===== config.mk =====
export PLATFORM = sky130hd
export DESIGN_NAME = sh_riscv_ifq_v1
export DESIGN_NICKNAME = d
export VERILOG_FILES = /design/src/rtl/sh_riscv_ifq_v1_pkg.sv /design/src/rtl/sh_sync_fifo.sv /design/src/rtl/sh_riscv_ifq_v1.sv
export SDC_FILE = /design/constraint.sdc
export NUM_CORES = 1
export LEC_CHECK = 0
export CAP_MARGIN = 20
export CORE_MARGIN = 2
export CORE_UTILIZATION = 54
export CTS_BUF_LIST = sky130_fd_sc_hd__clkbuf_16
export DETAILED_ROUTE_END_ITERATION = 8
export GPL_TIMING_DRIVEN = 0
export HOLD_SLACK_MARGIN = 0.1
export PLACE_DENSITY = 0.76
export SETUP_SLACK_MARGIN = 0.15
export SKIP_CTS_REPAIR_TIMING = 1
export SKIP_LAST_GASP = 1
export SYNTH_ARGS = -nofsm -noshare
export SYNTH_HDL_FRONTEND = slang
export SYNTH_SLANG_ARGS = --single-unit

===== constraint.sdc =====
create_clock -name clk -period 4.2 [get_ports clk]
set_input_delay 1.26 -clock clk [delete_from_list [all_inputs] [get_ports clk]]
set_output_delay 1.26 -clock clk [all_outputs]
set_load 0.05 [all_outputs]

===== src/rtl/sh_riscv_ifq_v1_pkg.sv =====
// Shared RISC-V fetch definitions: NOP encoding and the instruction-queue entry layout.
package sh_riscv_ifq_v1_pkg;

    localparam logic [31:0] NOP_INSTR = 32'h0000_0013;
    localparam int          ENTRY_W   = 65;

    typedef struct packed {
        logic [31:0] pc;
        logic [31:0] instr;
        logic        fault;
    } ifq_entry_t;

endpackage


===== src/rtl/sh_sync_fifo.sv =====
// Synchronous FIFO with occupancy count and a synchronous flush that dominates push/pop.
module sh_sync_fifo #(
    parameter int WIDTH = 32,
    parameter int DEPTH = 4,
    localparam int AW = $clog2(DEPTH),
    localparam int CW = $clog2(DEPTH) + 1
) (
    input  logic             clk,
    input  logic             reset_n,
    input  logic             push,
    input  logic [WIDTH-1:0] push_data,
    input  logic             pop,
    input  logic             flush,
    output logic [WIDTH-1:0] pop_data,
    output logic [CW-1:0]    count
);

    logic [WIDTH-1:0] mem [DEPTH];
    logic [AW-1:0]    wr_ptr;
    logic [AW-1:0]    rd_ptr;

    assign pop_data = mem[rd_ptr];

    // Pointers are AW bits wide, so they wrap modulo DEPTH on their own.
    always_ff @(posedge clk or negedge reset_n) begin
        if (!reset_n) begin
            wr_ptr <= '0;
            rd_ptr <= '0;
            count  <= '0;
        end else if (flush) begin
            wr_ptr <= '0;
            rd_ptr <= '0;
            count  <= '0;
        end else begin
            if (push) wr_ptr <= wr_ptr + AW'(1);
            if (pop)  rd_ptr <= rd_ptr + AW'(1);
            case ({push, pop})
                2'b10:   count <= count + CW'(1);
                2'b01:   count <= count - CW'(1);
                default: count <= count;
            endcase
        end
    end

    always_ff @(posedge clk) begin
        if (push && !flush) mem[wr_ptr] <= push_data;
    end

endmodule


===== src/rtl/sh_riscv_ifq_v1.sv =====
// Instruction fetch queue: issues in-order imem requests under a credit limit and
// buffers {pc, instr, fault} entries for decode, dropping responses made stale by a flush.
module sh_riscv_ifq_v1
    import sh_riscv_ifq_v1_pkg::*;
#(
    parameter int          DEPTH    = 4,
    parameter logic [31:0] RESET_PC = 32'h8000_0000
) (
    input  logic        clk,
    input  logic        reset_n,
    input  logic [31:0] pc_in,
    input  logic        flush,
    output logic        fetch_stall,
    output logic        imem_req_valid,
    input  logic        imem_req_ready,
    output logic [31:0] imem_req_addr,
    input  logic        imem_rsp_valid,
    input  logic [31:0] imem_rsp_data,
    input  logic        imem_rsp_err,
    output logic        dec_valid,
    input  logic        dec_ready,
    output logic [31:0] dec_instr,
    output logic [31:0] dec_pc,
    output logic        dec_fault
);

    // Handshakes: a transfer happens on a rising edge where valid & ready are both high;
    // valid never waits on ready. The imem response side has no ready and is taken in order.

    localparam int CW = $clog2(DEPTH) + 1;

    logic [CW-1:0] outst;
    logic [CW-1:0] outst_next;
    logic [CW-1:0] drop_cnt;
    logic [CW-1:0] q_count;
    logic [31:0]   tag_pc;
    logic [31:0]   last_pc;
    logic          misaligned;
    logic          credit;
    logic          fire;
    logic          mis_take;
    logic          rsp_take;
    logic          rsp_keep;
    logic          q_push;
    logic          dec_pop;
    ifq_entry_t    q_push_data;
    ifq_entry_t    q_head;

    assign misaligned = (pc_in[1:0] != 2'b00);
    assign credit     = ({1'b0, outst} + {1'b0, q_count}) < (CW + 1)'(DEPTH);

    assign imem_req_valid = reset_n & credit & !flush & !misaligned;
    assign imem_req_addr  = pc_in;
    assign fire           = imem_req_valid & imem_req_ready;

    // A misaligned PC is only consumed once nothing is in flight so queue order stays intact.
    assign mis_take    = reset_n & credit & (outst == '0) & !flush & misaligned;
    assign fetch_stall = !(fire | mis_take);

    assign rsp_take = imem_rsp_valid & (outst != '0);
    assign rsp_keep = rsp_take & (drop_cnt == '0);
    assign q_push   = rsp_keep | mis_take;
    assign dec_pop  = dec_valid & dec_ready;

    always_comb begin
        q_push_data = '{pc: tag_pc, instr: imem_rsp_data, fault: imem_rsp_err};
        if (mis_take) q_push_data = '{pc: pc_in, instr: NOP_INSTR, fault: 1'b1};
    end

    assign outst_next = outst + CW'(fire) - CW'(rsp_take);

    // The tag FIFO occupancy is exactly the number of outstanding requests.
    sh_sync_fifo #(
        .WIDTH (32),
        .DEPTH (DEPTH)
    ) u_tag_fifo (
        .clk       (clk),
        .reset_n   (reset_n),
        .push      (fire),
        .push_data (pc_in),
        .pop       (rsp_take),
        .flush     (1'b0),
        .pop_data  (tag_pc),
        .count     (outst)
    );

    sh_sync_fifo #(
        .WIDTH (ENTRY_W),
        .DEPTH (DEPTH)
    ) u_queue (
        .clk       (clk),
        .reset_n   (reset_n),
        .push      (q_push),
        .push_data (q_push_data),
        .pop       (dec_pop),
        .flush     (flush),
        .pop_data  (q_head),
        .count     (q_count)
    );

    always_ff @(posedge clk or negedge reset_n) begin
        if (!reset_n) begin
            drop_cnt <= '0;
        end else if (flush) begin
            drop_cnt <= outst_next;
        end else if (rsp_take && drop_cnt != '0) begin
            drop_cnt <= drop_cnt - CW'(1);
        end
    end

    always_ff @(posedge clk or negedge reset_n) begin
        if (!reset_n) begin
            last_pc <= RESET_PC;
        end else if (dec_pop && !flush) begin
            last_pc <= q_head.pc;
        end
    end

    assign dec_valid = (q_count != '0);
    assign dec_pc    = dec_valid ? q_head.pc    : last_pc;
    assign dec_instr = dec_valid ? q_head.instr : NOP_INSTR;
    assign dec_fault = dec_valid ? q_head.fault : 1'b0;

endmodule


# After elaboration in Yosys (flattened, before gate mapping)
# Memory sizes are Yosys's and may differ from the RTL's.
# Cells that the tools add are included.
# classes
add_sub_neg	12
multipliers	0
div	0
order_cmp	1
n_eq_ne	4
shift	0
muxes	17
bitwise_logic	12
reduce_logical	17
# op_table
op	count
65-bit 2-to-1 mux	1
32-bit 2-to-1 mux	2
3-bit case mux with 2 select lines	2
3-bit nonzero test	4
1-bit bitwise AND	10
2-bit nonzero test	5
3-bit 2-to-1 mux	3
3-bit by 1-bit subtractor with 3-bit output, second input constant	3
2-bit by 1-bit adder with 2-bit output, second input constant	4
2-bit 2-to-1 mux	4
3-bit by 1-bit adder with 3-bit output, second input constant	2
3-bit zero test	2
1-bit 2-to-1 mux	5
3-bit by 3-bit adder with 4-bit output	1
2-bit by 1-bit equality test with 1-bit output, second input constant	2
2-bit equality test, second input constant	2
4-bit by 3-bit < comparator with 1-bit output, second input constant	1
3-bit by 1-bit adder with 3-bit output	1
1-bit logical AND	3
1-bit zero test	3
3-bit by 1-bit subtractor with 3-bit output	1
1-bit bitwise OR	2
# word_totals
regBits	49
latch_bits	0
ram_bits	388
romBits	0
input_bits	71
word_cells	73
memories	2
# mem_list
memory	depth	word_bits	read_ports	rd_clocked_by_memory_dff	wr	line_no	rtl
u_queue.mem	4	65	1	0	1	sh_sync_fifo.sv:18	logic [WIDTH-1:0] mem [DEPTH];
u_tag_fifo.mem	4	32	1	0	1	sh_sync_fifo.sv:18	

# Depth between registers and ports, before layout
# Gate-level depths: netlist of run 1.
# depth
word_depth	10
mapped_depth	12
mapped_depth_nobuf	11

# By module
# A second synthesis of run 1 with hierarchy kept.
# hier_totals
hier_cells	888
area_unflattened_um2	18111.1
# by_module_without_submodules
module	instances	cells_per_inst	area_each_um2
sh_sync_fifo (u_queue)	1	381	9840.7
sh_sync_fifo (u_tag_fifo)	1	209	5092.4
sh_riscv_ifq_v1	1	298	3178.0

# Least setup slack after synthesis of run 1
# OpenSTA, ideal clock, no wires.
# synth_timing
path_type	input -> output
start	input port flush
end	output port fetch_stall
t_arrival_ns	3.687
slack_ns	-0.747
stages	5
cell_sequence	or4b_4 nor3_1 and2_1 clkbuf_2 nor2_1
# synth_via
elab_chain_len	6
elab_cells_between_ends	8
# synth_lines
element	line_no	rtl
start, declared	sh_riscv_ifq_v1.sv:12	input logic flush,
1-bit zero test	sh_riscv_ifq_v1.sv:52	assign imem_req_valid = reset_n & credit & !flush & !misaligned;
1-bit bitwise AND (2 in a row)	sh_riscv_ifq_v1.sv:52	
net imem_req_valid	sh_riscv_ifq_v1.sv:14	output logic imem_req_valid,
1-bit bitwise AND	sh_riscv_ifq_v1.sv:54	assign fire = imem_req_valid & imem_req_ready;
net fire	sh_riscv_ifq_v1.sv:40	logic fire;
1-bit bitwise OR	sh_riscv_ifq_v1.sv:58	assign fetch_stall = !(fire | mis_take);
1-bit zero test	sh_riscv_ifq_v1.sv:58	
end, declared	sh_riscv_ifq_v1.sv:13	output logic fetch_stall,
# The timed path passes the listed nets, and every way through them passes these cells.

# Worst setup path after layout of run 1
# layout_timing
start	input port flush
end	output port fetch_stall
# layout_via
elab_chain_len	6
elab_cells_between_ends	8
# layout_lines
element	line_no
1-bit zero test (*)	sh_riscv_ifq_v1.sv:52, sh_riscv_ifq_v1.sv:57
1-bit bitwise AND (2 in a row)	sh_riscv_ifq_v1.sv:52
1-bit bitwise AND	sh_riscv_ifq_v1.sv:54
1-bit bitwise OR (*)	sh_riscv_ifq_v1.sv:58
1-bit zero test (*)	sh_riscv_ifq_v1.sv:58
# Mark *: on every way between the ends. The rest lies on a longest branch, timed or not.

==> results of run 1 <==
==> how the worst max path moves through the flow <==
stage	from	endpoint	slack (ps)
after detailed placement	reset_n	fetch_stall	-1720
after floorplan	flush	fetch_stall	-220
after global placement	reset_n	fetch_stall	-3460
final	flush	fetch_stall	-140
after CTS	reset_n	fetch_stall	-1740
after global routing	flush	fetch_stall	-200
==> synth_stat cells <==
master	count	area share, %
sky130_fd_sc_hd__edfxtp_1	388	65
sky130_fd_sc_hd__nand2_1	102	2.2
sky130_fd_sc_hd__mux4_2	97	12
sky130_fd_sc_hd__mux2_2	66	4.2
sky130_fd_sc_hd__dfrtp_1	48	6.8
sky130_fd_sc_hd__and2_1	35	1.2
sky130_fd_sc_hd__buf_4	33	1.4
sky130_fd_sc_hd__nor2b_1	32	1.1
sky130_fd_sc_hd__clkbuf_1	27	0.57
sky130_fd_sc_hd__ha_1	15	1.1
sky130_fd_sc_hd__inv_1	14	0.30
sky130_fd_sc_hd__nor2_1	11	0.23
sky130_fd_sc_hd__buf_2	10	0.28
sky130_fd_sc_hd__buf_1	7	0.15
sky130_fd_sc_hd__or2_2	7	0.25
sky130_fd_sc_hd__xnor2_1	7	0.34
sky130_fd_sc_hd__and3_1	6	0.21
sky130_fd_sc_hd__xor2_1	6	0.30
sky130_fd_sc_hd__mux2i_1	4	0.23
sky130_fd_sc_hd__fa_1	3	0.34
sky130_fd_sc_hd__o21ai_0	3	0.084
sky130_fd_sc_hd__nand2b_1	2	0.070
sky130_fd_sc_hd__nor3_1	2	0.056
sky130_fd_sc_hd__a211oi_1	1	0.042
sky130_fd_sc_hd__a21boi_0	1	0.042
sky130_fd_sc_hd__a21oi_1	1	0.028
sky130_fd_sc_hd__a21oi_2	1	0.049
sky130_fd_sc_hd__a311o_1	1	0.056
sky130_fd_sc_hd__clkbuf_2	1	0.028
sky130_fd_sc_hd__dfstp_2	1	0.15
sky130_fd_sc_hd__mux2_1	1	0.063
sky130_fd_sc_hd__nand3_1	1	0.028
sky130_fd_sc_hd__nor3_2	1	0.056
sky130_fd_sc_hd__nor4_1	1	0.035
sky130_fd_sc_hd__nor4_4	1	0.12
sky130_fd_sc_hd__o311ai_1	1	0.049
sky130_fd_sc_hd__o31a_1	1	0.049
sky130_fd_sc_hd__or3_1	1	0.035
sky130_fd_sc_hd__or4_1	1	0.042
sky130_fd_sc_hd__or4b_4	1	0.077
==> area by class of cell <==
cell class	instances	area [µm²]	area share [%]
buffer	78	488	2.22
sequential	437	12900	58.6
clock inverter	37	258	1.17
inverter	14	52.6	0.239
timing repair buffer	187	2180	9.90
tap	442	553	2.51
clock buffer	45	1130	5.12
multi-input combinational	413	4460	20.3
==> layer usage <==
metal,wire length (µm),GRT usage (%),vias to the layer above
met5,0,0,-
met4,567,5.30,0
met3,2250,3.83,43
met2,17700,35.1,301
met1,14500,27.8,4597
li1,-,-,4067
==> sequential cells by signal (all words and copies together), names as in the netlist <==
signal and count:
u_queue.rd_ptr 2, drop_cnt 3, last_pc 32, u_tag_fifo.rd_ptr 2
u_tag_fifo.wr_ptr 2, u_queue.count 3, u_tag_fifo.mem 128, u_tag_fifo.count 3
u_queue.mem 260, u_queue.wr_ptr 2
==> cells by family after synthesis <==
family	after synthesis	share of synthesized area [%]
DFF	437	72.4
and+or+nand+nor	204	5.72
muxes	168	16.7
buffers and inverters	92	2.71
adders and majority gates	18	1.39
xor gates and xnor gates	13	0.640
AOI/OAI and AO/OA	10	0.401
==> where the power goes <==
part	leakage [nW]	switching (mW)	total (mW)	internal, mW
Combinational	3.81	3.69	5.94	2.25
Sequential	4.09	0.164	5.45	5.28
Clock	0.719	1.60	3.73	2.13
Total	8.62	5.45	15.1	9.67
==> worst max-delay path, stage by stage <==
cell and delay, ps:
sky130_fd_sc_hd__clkdlybuf4s50_1 430, sky130_fd_sc_hd__or4b_4 530, sky130_fd_sc_hd__nor4_4 150, sky130_fd_sc_hd__buf_4 190
sky130_fd_sc_hd__buf_12 150, sky130_fd_sc_hd__buf_8 130, sky130_fd_sc_hd__nor2_1 40, sky130_fd_sc_hd__buf_4 190
==> results.txt, run 1 <==
The layout overhead on the synthesized area is 23.6%. The fraction of the yosys area taken by sequential cells came out at 72.4%. The finished cells cover 22000 µm². The endpoint identified for the worst register-to-register timing path is u_queue.count[2]. Leaving out fill and tap cells, the most frequent cell in the layout is sky130_fd_sc_hd__edfxtp_1. In this run the worst hold path is classified as flop to flop. The setup slack at placement came out at -1720 ps. At the later pin of the worst-skew pair, clock insertion delay measures around 540 ps. The post-route total power is ~15 mW. The starting density of the core is 54.8%. The maximum level of the CTS H-tree came out at 2. The largest driver fanout on the critical path is 10. The checks that failed: negative setup slack. The slew at the pin closest to its max-slew limit is 1020 ps. The number of DRC markers in iteration 0 is ~690.

The number of buffers on the longest clock path came out at 3. The number of pins exceeding their max-slew limit in the final report was 0. The routed wirelength normalized by instance count came out at between 20 and 25 µm.

The worst-case vdd ir drop is approximately 0.49 mV. The worst hold path stage count came out at 1. TritonCTS created between 40 and 50 clock buffers. Subtracting the final worst setup slack from the clock period gives between 4000 and 5000 ps.

Leaving out fill and tap cells, the most frequent cells in the layout are sky130_fd_sc_hd__edfxtp_1 (388), sky130_fd_sc_hd__nand2_1 (102), sky130_fd_sc_hd__mux4_2 (97), sky130_fd_sc_hd__dlymetal6s2s_1 (89), sky130_fd_sc_hd__clkdlybuf4s50_1 (78). Clock skew on the completed layout was measured at ~14 ps. The worst setup path is captured at an output pin.

The number of detailed-routing iterations run before antenna repair came out at 5. The final route contains between 9000 and 10000 vias. After synthesis the cells add up to about 18000 µm². The number of endpoints failing setup at the final stage is 1. The clock root buffer master is sky130_fd_sc_hd__clkbuf_16. Setup repair after global routing could not meet its margin everywhere. The worst hold path terminates at last_pc[0]. For flop-to-flop paths, the worst setup slack is between 900 and 1000 ps. The number of placed instances, taps included, is roughly 1600. The number of different library cells used by synthesis comes to 40. The number of standard cells in the layout, taps in and fillers out came out at around 1700. The leakage dissipation is 8.62 nW.

After floorplanning, the core was sized to cover 32500 µm². The number of maximum-capacitance constraint violations came out at 0. The clock tree from TritonCTS is built. The number of remaining DRC errors came out at 0. The final weighted congestion of routability-driven global placement came out at slightly above 0.7. The final hold violation count came out at 0. The Yosys warning count came out at 0.

The number of global-route vias before repair is around 9300. The post-place instance area came out at slightly above 20000 µm². The I/O pin count came out at around 170. The startpoint identified for the worst register-to-register timing path is u_queue.count[2]. The row count is 66. The run finished, with violations left.

The setup path with the least slack is of type input port to output pin. For this run, the top clock speed supported by timing is 0.230 GHz. The worst slack on hold paths is around 510 ps.

From left edge to right edge, the die measures roughly 190 µm. The number of antenna violations at the first check in global routing was 0. The remaining global-route overflow came out at 0. The diode insertion count for antenna repair is 0. The share of layout cells above drive strength 1 is 26.9%. The power per standard cell area is just under 700 nW/µm². The number of flip-flops and latches in the synthesized netlist is about 440. The average via count per standard cell came out at between 5 and 6. The worst setup path is launched from an input port. The startpoint identified for the worst hold timing path is last_pc[0].

The utilization of the core after routing is between 60% and 70%. The number of nets in the layout is ~1300. The synthesized area per cell is around 19 µm².

The pin count of the biggest net entering global routing is 55. At the worst endpoint, the arrival time is 3080 ps. The clock sink count came out at approximately 440. The layout has 2104 filler cells. At the worst endpoint, the required time is ~2900 ps. The worst reg2reg path depth is 10.

The detailed placer's ending HPWL is around 21000 µm. The final worst setup slack is -143 ps. The final critical path takes up 103% of the cycle. The count of buffers from port buffering came out at 170. When the netlist entered floorplanning its net count stood at just over 1000. The tightest slew margin relative to the limit came out at between 30% and 40%. The die outline area is around 34000 µm². In the global route stage, overall resource usage came out at a little over 20%.

The final wirelength came out at roughly 35000 µm. The number of nets with antenna violations after routing came out at 0. The first global-routing pass estimated between 50000 and 60000 µm of wire.

Synthesis produced 942 cells. The summed negative setup slack over all endpoints came out at -143 ps. After clock tree synthesis, the clock-pin slew on the worst setup and hold paths is ~60 ps. The chip height came out at 186 µm.
(Power assumes the default switching activity.)
==> run 2, diff against run 1 <==
==> constraint.sdc (replaced) <==
create_clock -name clk -period 4.09 [get_ports clk]
set_input_delay 1.227 -clock clk [delete_from_list [all_inputs] [get_ports clk]]
set_output_delay 1.227 -clock clk [all_outputs]
set_load 0.05 [all_outputs]
==> run 2 against run 1 <==
The run still ends with negative setup slack left. Power up 2.8%. Clock skew up 0.86 ps. Via count up 0.41%. Largest cell class unchanged.
==> results.txt, run 2 (same netlist as run 1, synthesis figures left out) <==
The number of buffer and inverter instances along the worst setup path is 5. The worst clock skew on the final layout came out at between 15 and 20 ps. The I/O pin count is 171. In the finished design, the share of the clock period the worst path needs comes to 105%.

The global-route usage over all layers is 20.6%. For the worst setup path, the data arrival time is ~3100 ps. The H-tree was split into 2 levels. The number of buffers created by CTS is 44. The final hold violation count is 0. The final worst setup slack came out at -189 ps. Across the VDD grid, the largest voltage drop is 0.503 mV. The chip height came out at roughly 190 µm. Leaving out fill and tap cells, the most frequent cell in the layout is sky130_fd_sc_hd__edfxtp_1. The starting density of the core came out at 54.8%. The final wirelength is 34900 µm. In the layout the commonest cells are sky130_fd_sc_hd__edfxtp_1 (388), sky130_fd_sc_hd__nand2_1 (102), sky130_fd_sc_hd__dlymetal6s2s_1 (98), sky130_fd_sc_hd__mux4_2 (97), sky130_fd_sc_hd__clkdlybuf4s50_1 (69). Summed over all layers, the global routing overflow is 0. The number of pins exceeding their max-slew limit in the final report came out at 0. The kind of start point of the critical path is an input port. For this block, the initial DRC count from the detailed router was 684. Entering global routing, the biggest net connects 55 pins. The diode insertion count for antenna repair is 0.

Detailed placement finished with a half-perimeter wire length of about 21000 µm. The global-route wire length before repair is between 50000 and 60000 µm. The number of buffers on the longest clock path is 3. After layout, the design draws a total of about 16 mW. The layout overhead on the synthesized area came out at 23.9%.

The largest registers in the layout are u_queue.mem (260), u_tag_fifo.mem (128), last_pc (32). The slowest stage of the critical path is the sky130_fd_sc_hd__or4b_4 cell. For the worst-skew pair, the clock arrives at the later sink with an insertion delay of ~540 ps. The number of global-route vias before repair is roughly 9300. The number of remaining DRC errors came out at 0. By instance count, the cell type seen most on the critical path is sky130_fd_sc_hd__buf_4.

The flow ran to the end, but the final reports show violations. The slew at the pin closest to its max-slew limit is slightly above 1000 ps. The number of antenna violations at the first check in global routing came out at 0.

The number of maximum-capacitance constraint violations came out at 0. The worst hold path class is flop to flop. The clock net in this run drives a total of ~440 sinks. The number of endpoints failing setup at the final stage is 1. Dividing total power by cell area gives a power density of 705 nW/µm². The row count came out at 66.

Walking the worst path, the cells encountered are clkdlybuf4s50_1 -> or4b_4 -> nor4_4 -> buf_4 -> buf_12 -> buf_8 -> nor2_1 -> buf_4. The die outline area is about 34000 µm². The tightest slew margin relative to the limit came out at about a third.

The family with the most delay on the worst path is buffers and inverters. The share of layout cells above drive strength 1 is between 20% and 30%. The routed wirelength normalized by instance count came out at approximately 21 µm. Setup repair after global routing could not meet its margin everywhere. The clock root buffer master is sky130_fd_sc_hd__clkbuf_16. The number of detailed-routing iterations run before antenna repair is 5.

The number of nets with antenna violations after routing came out at 0. The flip-flop count of the largest register, all copies and words added came out at 260. After detailed routing, the number of vias per cell comes to between 5 and 6.

For the final routed database, the setup TNS stands at -189 ps. The leakage dissipation is just under 9 nW. The final reports fail on negative setup slack. The largest driver fanout on the critical path came out at 10.

After clock tree synthesis, the clock-pin slew on the worst setup and hold paths is roughly 60 ps. Counting flops per register, the top entry is u_queue.mem. The critical path's largest stage delay is ~530 ps. The count of buffers from port buffering came out at between 150 and 200.

STA puts the critical path data required time at approximately 2900 ps. The clock tree from TritonCTS is built. The number of nets in the layout came out at between 1000 and 1500. Based on the critical path, the design can be clocked at up to roughly 0.23 GHz. The critical path is of the input port to output pin type. The final weighted congestion of routability-driven global placement came out at about 0.7. The horizontal die dimension is about 190 µm. The worst setup path is captured at an output pin.

The vias after detailed routing came out at 9045. The area inside the core boundary came out at 32500 µm². The clock period minus final worst setup slack came out at ~4300 ps.
-- run 2: layer usage --
layer | GRT usage, % | routed length, µm | part of all wire [%]
met5 | 0 | 0 | 0
met4 | 5.30 | 630 | 1.8
met3 | 3.83 | 2220 | 6.4
met2 | 35.1 | 17600 | 50
met1 | 27.8 | 14500 | 41
-- run 2: layout make-up --
class / count / area [µm²]
Buffer: 78 / 502
Clock buffer: 45 / 1130
Clock inverter: 37 / 258
Fill cell: 2103 / 10400
Inverter: 14 / 52.6
Multi-Input combinational cell: 413 / 4460
Sequential cell: 437 / 12900
Tap cell: 442 / 553
Timing Repair Buffer: 187 / 2210
-- run 2: stage by stage --
stage	setup WS, ps	utilization, %	instances	area, µm²	hold WS, ps
2_1_floorplan	-260	-	942	17800	481
3_3_place_gp	-3500	61.8	1554	20100	489
3_5_place_dp	-1770	62.2	1559	20200	495
4_1_cts	-1780	66.5	1641	21600	509
5_1_grt	-244	67.9	1653	22000	518
6_report	-189	67.9	1653	22000	508
-- run 2: power by group --
part	internal [mW]	leakage (nW)	switching [mW]
combinational	2.32	3.90	3.79
clock	2.19	0.719	1.64
sequential	5.43	4.09	0.168
-- run 2: worst register-to-register path, delay by kind of cell, from the launching register on --
family | cells | cell delay [ps]
AO/OA/AOI/OAI | 2 | 170
flip-flops | 1 | 460
adder cells (fa/ha/maj) | 2 | 740
AND/OR/NAND/NOR | 4 | 1470
buffers and inverters | 2 | 310
-- run 2: path summary, 6_finish.rpt --
check / from / slack, ps / cells past startpoint / end
min reg2reg: last_pc[9] / 510 / 1 / last_pc[9]
min: last_pc[9] / 510 / 1 / last_pc[9]
max in group asynchronous: reset_n / 3170 / 2 / last_pc[29]
min in group asynchronous: reset_n / 520 / 1 / u_queue.wr_ptr[0]
max reg2reg: u_queue.count[2] / 840 / 10 / u_queue.count[2]
max: flush / -190 / 8 / fetch_stall
